### src/rtl/cpu_pkg.sv
// Shared pipeline definitions: opcodes, ALUOp encodings, control/ID-EX bundle
// layouts and ID/EX bit positions reused by the EX stage.
package cpu_pkg;

    localparam logic [5:0] OP_RTYPE = 6'h00;
    localparam logic [5:0] OP_LW    = 6'h23;
    localparam logic [5:0] OP_SW    = 6'h2B;
    localparam logic [5:0] OP_BEQ   = 6'h04;
    localparam logic [5:0] OP_ADDI  = 6'h08;
    localparam logic [5:0] OP_ADDIU = 6'h09;
    localparam logic [5:0] OP_J     = 6'h02;

    localparam logic [1:0] ALUOP_ADD   = 2'b00;
    localparam logic [1:0] ALUOP_SUB   = 2'b01;
    localparam logic [1:0] ALUOP_FUNCT = 2'b10;

    localparam int IDEX_W          = 148;
    localparam int IDEX_REG_WRITE  = 147;
    localparam int IDEX_MEM_TO_REG = 146;
    localparam int IDEX_MEM_WRITE  = 145;
    localparam int IDEX_MEM_READ   = 144;
    localparam int IDEX_BRANCH     = 143;
    localparam int IDEX_JUMP       = 142;
    localparam int IDEX_REG_DST    = 141;
    localparam int IDEX_ALU_SRC    = 140;
    localparam int IDEX_ALU_OP_LSB = 138;
    localparam int IDEX_PC4_LSB    = 106;
    localparam int IDEX_RS_DATA_LSB = 74;
    localparam int IDEX_RT_DATA_LSB = 42;
    localparam int IDEX_IMM_LSB    = 10;
    localparam int IDEX_RT_LSB     = 5;
    localparam int IDEX_RD_LSB     = 0;

    // Field order matches the ID/EX bit layout, MSB first.
    typedef struct packed {
        logic       reg_write;
        logic       mem_to_reg;
        logic       mem_write;
        logic       mem_read;
        logic       branch;
        logic       jump;
        logic       reg_dst;
        logic       alu_src;
        logic [1:0] alu_op;
    } ctrl_t;

    typedef struct packed {
        ctrl_t       ctrl;
        logic [31:0] pc4;
        logic [31:0] rs_data;
        logic [31:0] rt_data;
        logic [31:0] imm;
        logic [4:0]  rt;
        logic [4:0]  rd;
    } idex_t;

    function automatic logic [31:0] sign_ext16(input logic [15:0] v);
        return {{16{v[15]}}, v};
    endfunction

endpackage

### src/rtl/regfile.sv
// 32x32 register file: two combinational read ports, one write port, r0 fixed
// at zero. Optional write-to-read forwarding under ID_WB_BYPASS_EN.
module regfile
    import cpu_pkg::*;
(
    input  logic        clk,
    input  logic        rst,
    input  logic [4:0]  rs_addr,
    input  logic [4:0]  rt_addr,
    output logic [31:0] rs_data,
    output logic [31:0] rt_data,
    input  logic        wb_we,
    input  logic [4:0]  wb_addr,
    input  logic [31:0] wb_data
);

    logic [31:0] regs_q [32];
    logic [31:0] regs_d [32];
    logic        wr_en;

    assign wr_en = wb_we && (wb_addr != 5'd0);

    genvar gi;
    generate
        for (gi = 0; gi < 32; gi++) begin : g_reg
            if (gi == 0) begin : g_zero
                assign regs_d[gi] = '0;
            end else begin : g_data
                assign regs_d[gi] = (wr_en && (wb_addr == 5'(gi))) ? wb_data : regs_q[gi];
            end
        end
    endgenerate

    always_ff @(posedge clk) begin
        if (rst) begin
            regs_q <= '{default: '0};
        end else begin
            regs_q <= regs_d;
        end
    end

    always_comb begin
        rs_data = regs_q[rs_addr];
        rt_data = regs_q[rt_addr];
`ifdef ID_WB_BYPASS_EN
        // Behaves like a first-half-cycle write, second-half-cycle read.
        if (wr_en && (wb_addr == rs_addr)) rs_data = wb_data;
        if (wr_en && (wb_addr == rt_addr)) rt_data = wb_data;
`endif
    end

endmodule

### src/rtl/id_stage.sv
// Instruction decode stage: control decode, operand read, immediate extension,
// registered ID/EX bundle. Optional write-back bypass via ID_WB_BYPASS_EN.
module id_stage
    import cpu_pkg::*;
(
    input  logic          clk,
    input  logic          rst,
    input  logic [63:0]   ifid,
    input  logic [31:0]   wb_data,
    input  logic [4:0]    wb_addr,
    input  logic          wb_we,
    output logic [147:0]  idex
);

    logic [31:0] pc4;
    logic [31:0] instr;
    logic [5:0]  opcode;
    logic [4:0]  rs;
    logic [4:0]  rt;
    logic [4:0]  rd;
    logic [31:0] rs_data;
    logic [31:0] rt_data;
    ctrl_t       ctrl;
    logic [31:0] imm_ext;
    idex_t       idex_d;
    idex_t       idex_q;

    assign pc4    = ifid[63:32];
    assign instr  = ifid[31:0];
    assign opcode = instr[31:26];
    assign rs     = instr[25:21];
    assign rt     = instr[20:16];
    assign rd     = instr[15:11];

    regfile u_regfile (
        .clk     (clk),
        .rst     (rst),
        .rs_addr (rs),
        .rt_addr (rt),
        .rs_data (rs_data),
        .rt_data (rt_data),
        .wb_we   (wb_we),
        .wb_addr (wb_addr),
        .wb_data (wb_data)
    );

    // Unlisted opcodes keep every control bit low and pass through as a bubble.
    always_comb begin
        ctrl = '0;
        case (opcode)
            OP_RTYPE: ctrl = '{reg_write: 1'b1, reg_dst: 1'b1, alu_op: ALUOP_FUNCT, default: 1'b0};
            OP_LW:    ctrl = '{reg_write: 1'b1, mem_to_reg: 1'b1, mem_read: 1'b1, alu_src: 1'b1,
                               alu_op: ALUOP_ADD, default: 1'b0};
            OP_SW:    ctrl = '{mem_write: 1'b1, alu_src: 1'b1, alu_op: ALUOP_ADD, default: 1'b0};
            OP_BEQ:   ctrl = '{branch: 1'b1, alu_op: ALUOP_SUB, default: 1'b0};
            OP_ADDI,
            OP_ADDIU: ctrl = '{reg_write: 1'b1, alu_src: 1'b1, alu_op: ALUOP_ADD, default: 1'b0};
            OP_J:     ctrl = '{jump: 1'b1, alu_op: ALUOP_ADD, default: 1'b0};
            default:  ctrl = '0;
        endcase
    end

    always_comb begin
        imm_ext = sign_ext16(instr[15:0]);
        if (opcode == OP_J) imm_ext = {6'b0, instr[25:0]};
    end

    always_comb begin
        idex_d         = '0;
        idex_d.ctrl    = ctrl;
        idex_d.pc4     = pc4;
        idex_d.rs_data = rs_data;
        idex_d.rt_data = rt_data;
        idex_d.imm     = imm_ext;
        idex_d.rt      = rt;
        idex_d.rd      = rd;
    end

    always_ff @(posedge clk) begin
        if (rst) begin
            idex_q <= '0;
        end else begin
            idex_q <= idex_d;
        end
    end

    assign idex = idex_q;

endmodule

### config.mk
export PLATFORM = sky130hd
export DESIGN_NAME = id_stage
export DESIGN_NICKNAME = d
export VERILOG_FILES = /design/src/rtl/cpu_pkg.sv /design/src/rtl/regfile.sv /design/src/rtl/id_stage.sv
export SDC_FILE = /design/constraint.sdc
export NUM_CORES = 2
export LEC_CHECK = 0
export ABC_AREA = 1
export BUFFER_PORTS_ARGS = -buffer_cell sky130_fd_sc_hd__buf_2
export CAP_MARGIN = 20
export CORE_UTILIZATION = 46
export CTS_CLUSTER_SIZE = 10
export DETAILED_ROUTE_END_ITERATION = 6
export PLACE_DENSITY_LB_ADDON = 0.05
export SLEW_MARGIN = 40
export SYNTH_ARGS = -nofsm -noshare
export SYNTH_HDL_FRONTEND = slang
export SYNTH_SLANG_ARGS = --single-unit
### constraint.sdc
create_clock -name clk -period 1.8 [get_ports clk]
set_clock_uncertainty 0.15 [all_clocks]
set_input_delay 0.27 -clock clk [delete_from_list [all_inputs] [get_ports clk]]
set_output_delay 0.27 -clock clk [all_outputs]
set_load 0.02 [all_outputs]
==> impl_metrics.py <==
metrics = {
    "timing": {
        "max_freq_ghz": 0.560,
        "worstMarginPinSlew_ns": 0.661,
        "worst_hold_slack_ns": 0.0282,
        "maxSlewViolCount": 0,
        "setup_viol": 0,
        "finalCriticalPeriod_ns": 1.78,
        "max-slew-margin-rel_pct": 55.9,
        "rsz0062_at_grt": "true",
        "period_share_pct": 99.2,
        "hold_violations": 0,
    },
    "critical_path": {
        "setup.worst_path.start_class": "input port",
        "rr_endpoint": "idex[100]$_SDFF_PP0_",
        "cp_common_cell": "dlygate4sd3_1",
        "crit_required_ns": 2.30,
        "path_max_fanout": 50,
        "ff2ff_path_depth": 9,
        "arrival_ns": 2.28,
        "ff2ff_setup_slack_ns": 0.39,
        "r2r_start": "u_regfile.regs_q[90]$_SDFFE_PP0P_",
        "crit_path_max_incr_delay_ns": 0.57,
        "worst_path_max_delay_cell": "dlygate4sd3_1",
        "path_cells": "dlygate4sd3_1 -> buf_6 -> buf_4 -> buf_12 -> nor3_1 -> dlygate4sd3_1",
        "path_class": "in2reg",
        "crit_path_end_kind": "flip-flop",
    },
    "die": {
        "die_w_um": 356,
        "rows": 129,
        "die_h_um": 356,
        "initial_utilization_pct": 46.4,
        "coreArea_sq_mm": 0.124,
        "pin_count": 252,
        "die_area_sq_mm": 0.127,
    },
    "synthesis": {
        "syn_area_sq_mm": 0.0575,
        "synth_area_leaders": "dfxtp_1 39%, nand2_1 11%, nand3_1 11%",
        "yosysWarnings": 0,
        "synth_cell_types": 24,
        "netlist_instances": 8847,
        "yosysSeqAreaShare_pct": 39.2,
        "yosysTopAreaCellShare_pct": 39.2,
        "yosys.area.top_type": "dfxtp_1",
        "synth.avg_cell_area_sq_um": 6.50,
        "ys_ff_latch": 1127,
        "syn_nets": 8951,
    },
    "power": {
        "p_total_mw": 60.0,
        "swShare_pct": 28.0,
        "p_int_mw": 43.2,
        "p_comb_share_pct": 14.8,
        "ir_drop_mv": 0.968,
        "p_switching_mw": 16.8,
        "pwr-share-clk_pct": 42.5,
        "sequentialPowerShare_pct": 42.7,
        "leakage_nw": 29.2,
        "p_per_area_mw_per_mm2": 859,
    },
    "route": {
        "ant_nets": 0,
        "first_iter_violations": 6624,
        "drt-pass1-iter-count": 7,
        "vias": 61800,
        "wl_per_cell_um": 22.1,
        "drc": 4,
        "wl_um": 237000,
        "viasPerCell": 5.76,
    },
    "hold_path": {
        "holdPathEnd": "u_regfile.regs_q[883]$_SDFFE_PP0P_",
        "worstHoldPathCells": 6,
        "holdCritStartpoint": "wb_we",
        "hold_class": "in2reg",
    },
    "run_status": {
        "status": "finished with violations",
        "violations": "DRC",
    },
    "placed_design": {
        "globalplace.congestion": 0.905,
        "io_buffers": 251,
        "dp.cells": 10400,
        "place_hpwl_um": 149000,
    },
    "final_layout": {
        "layout.nets": 9133,
        "instances_no_fill": 10700,
        "mostFrequentLayoutCells": "1739 x nand2_1, 1210 x nand3_1, 1149 x a21oi_1",
        "layout-drive-gt1-share_pct": 11.2,
        "area_growth_pct": 21.4,
        "fin_util_pct": 56.4,
        "final_common_cell": "nand2_1",
    },
    "global_routing": {
        "gr-total-overflow": 0,
        "antenna_found_initial": 9,
        "grt.total_usage_pct": 36.4,
        "grt_pass1_vias": 55800,
        "grt_max_degree": 80,
        "grt_first_pass_wirelength_um": 354000,
    },
    "cts": {
        "cts_buffers": 137,
        "clock_latency_ns": 0.77,
        "clk_pin_slew_worst_paths_ns": 0.05,
        "cts_tree": "yes",
        "clockBufferDepth": 3,
        "post_cts_buffers": 0,
        "cts_num_sinks": 1127,
        "clockRootBuffer": "clkbuf_16",
        "htreeDepth": 4,
    },
    "flow_run": {
        "maxCapViolCount": 0,
    },
}
metrics by stage:
step | setup slack, ns | area, sq um | setup TNS [ns]
2_1_floorplan | 0.162 | 57500 | 0
3_3_place_gp | -0.345 | 64800 | -89.26
3_5_place_dp | -0.283 | 64800 | -78.77
4_1_cts | 0.00388 | 69900 | 0
5_1_grt | -0.0116 | 69900 | -0.0515
6_report | 0.0151 | 69900 | 0
area by class of cell:
cell class / count / area [sq um]
fillers: 12000 / 54100
clock inverters: 11 / 106
well taps: 1637 / 2050
flip-flops and latches: 1127 / 22600
diodes: 4 / 10.0
repair buffers: 901 / 9540
inverters: 973 / 3700
clock buffers: 184 / 3820
multi-input cells: 5889 / 28100
critical path: cells and delay by family:
kind / cells / cell delay [ns]
buffers and inverters: 5 / 1.83
and+or+nand+nor: 1 / 0.10
sequential cells by signal (all words and copies together), names as in the netlist:
name / cells
u_regfile.regs_q: 992
idex: 135
synth_stat cells:
cell,number
nand3_1,1213
nand4_1,2
dfxtp_1,1127
buf_2,165
o21ai_1,159
a21oi_1,1149
nand2_2,4
and3_1,1
nand2_1,1759
clkinv_1,2
nor3_2,2
inv_2,20
nor2_2,2
buf_4,14
or2_2,1
nor4_1,1
nor2_1,293
nor3_1,3
o21ai_0,928
buf_1,111
clkbuf_1,568
o211ai_1,363
a31oi_1,9
inv_1,951
worst max path at each step:
| stage | start | to | slack (ns) | cells after the start |
|---|---|---|---|---|
| after floorplan | ifid[21] | idex[80]$_SDFF_PP0_ | 0.16 | 11 |
| after global placement | wb_addr[2] | u_regfile.regs_q[421]$_SDFFE_PP0P_ | -0.35 | 10 |
| after detailed placement | wb_addr[2] | u_regfile.regs_q[421]$_SDFFE_PP0P_ | -0.28 | 10 |
| after CTS | idex[49]$_SDFF_PP0_ | idex[49] | 0.004 | 1 |
| after global routing | idex[36]$_SDFF_PP0_ | idex[37] | -0.01 | 1 |
| final | rst | idex[142]$_SDFF_PP0_ | 0.02 | 6 |
cell families (layout without fill, tap and decap cells):
| logic type | after synthesis | after routing | share of synthesized area, % |
|---|---|---|---|
| and+or+nand+nor | 3281 | 3281 | 24.1 |
| other | 0 | 4 | 0 |
| buffers and inverters | 1831 | 2069 | 12.4 |
| DFF | 1127 | 1127 | 39.2 |
| AOI/OAI and AO/OA | 2608 | 2608 | 24.3 |
routing by layer:
layer	global-route usage (%)	part of all wire (%)	vias to the layer above
li1	-	-	29600
met4	14.2	4.0	4
met1	50.1	43	28800
met5	0	0.0097	-
met3	5.73	8.9	558
met2	56.9	44	2877
power by group through the flow:
stage          logic [mW]  clock network (mW)  registers (mW)
2_1_floorplan        4.61                   0            26.4
3_3_place_gp         8.44                   0            26.1
3_5_place_dp         8.49                   0            26.1
4_1_cts              8.70                25.8            25.6
5_1_grt              9.57                26.8            25.7
6_report             8.87                25.5            25.6
repair_timing:
item | CTS | global route
resized for setup | 7 | 2
hold endpoints to repair | 1082 | 0
setup endpoints to repair | 5 | 13
hold buffers | 109 | 0
Note: power is estimated with default switching activity, not from simulation.
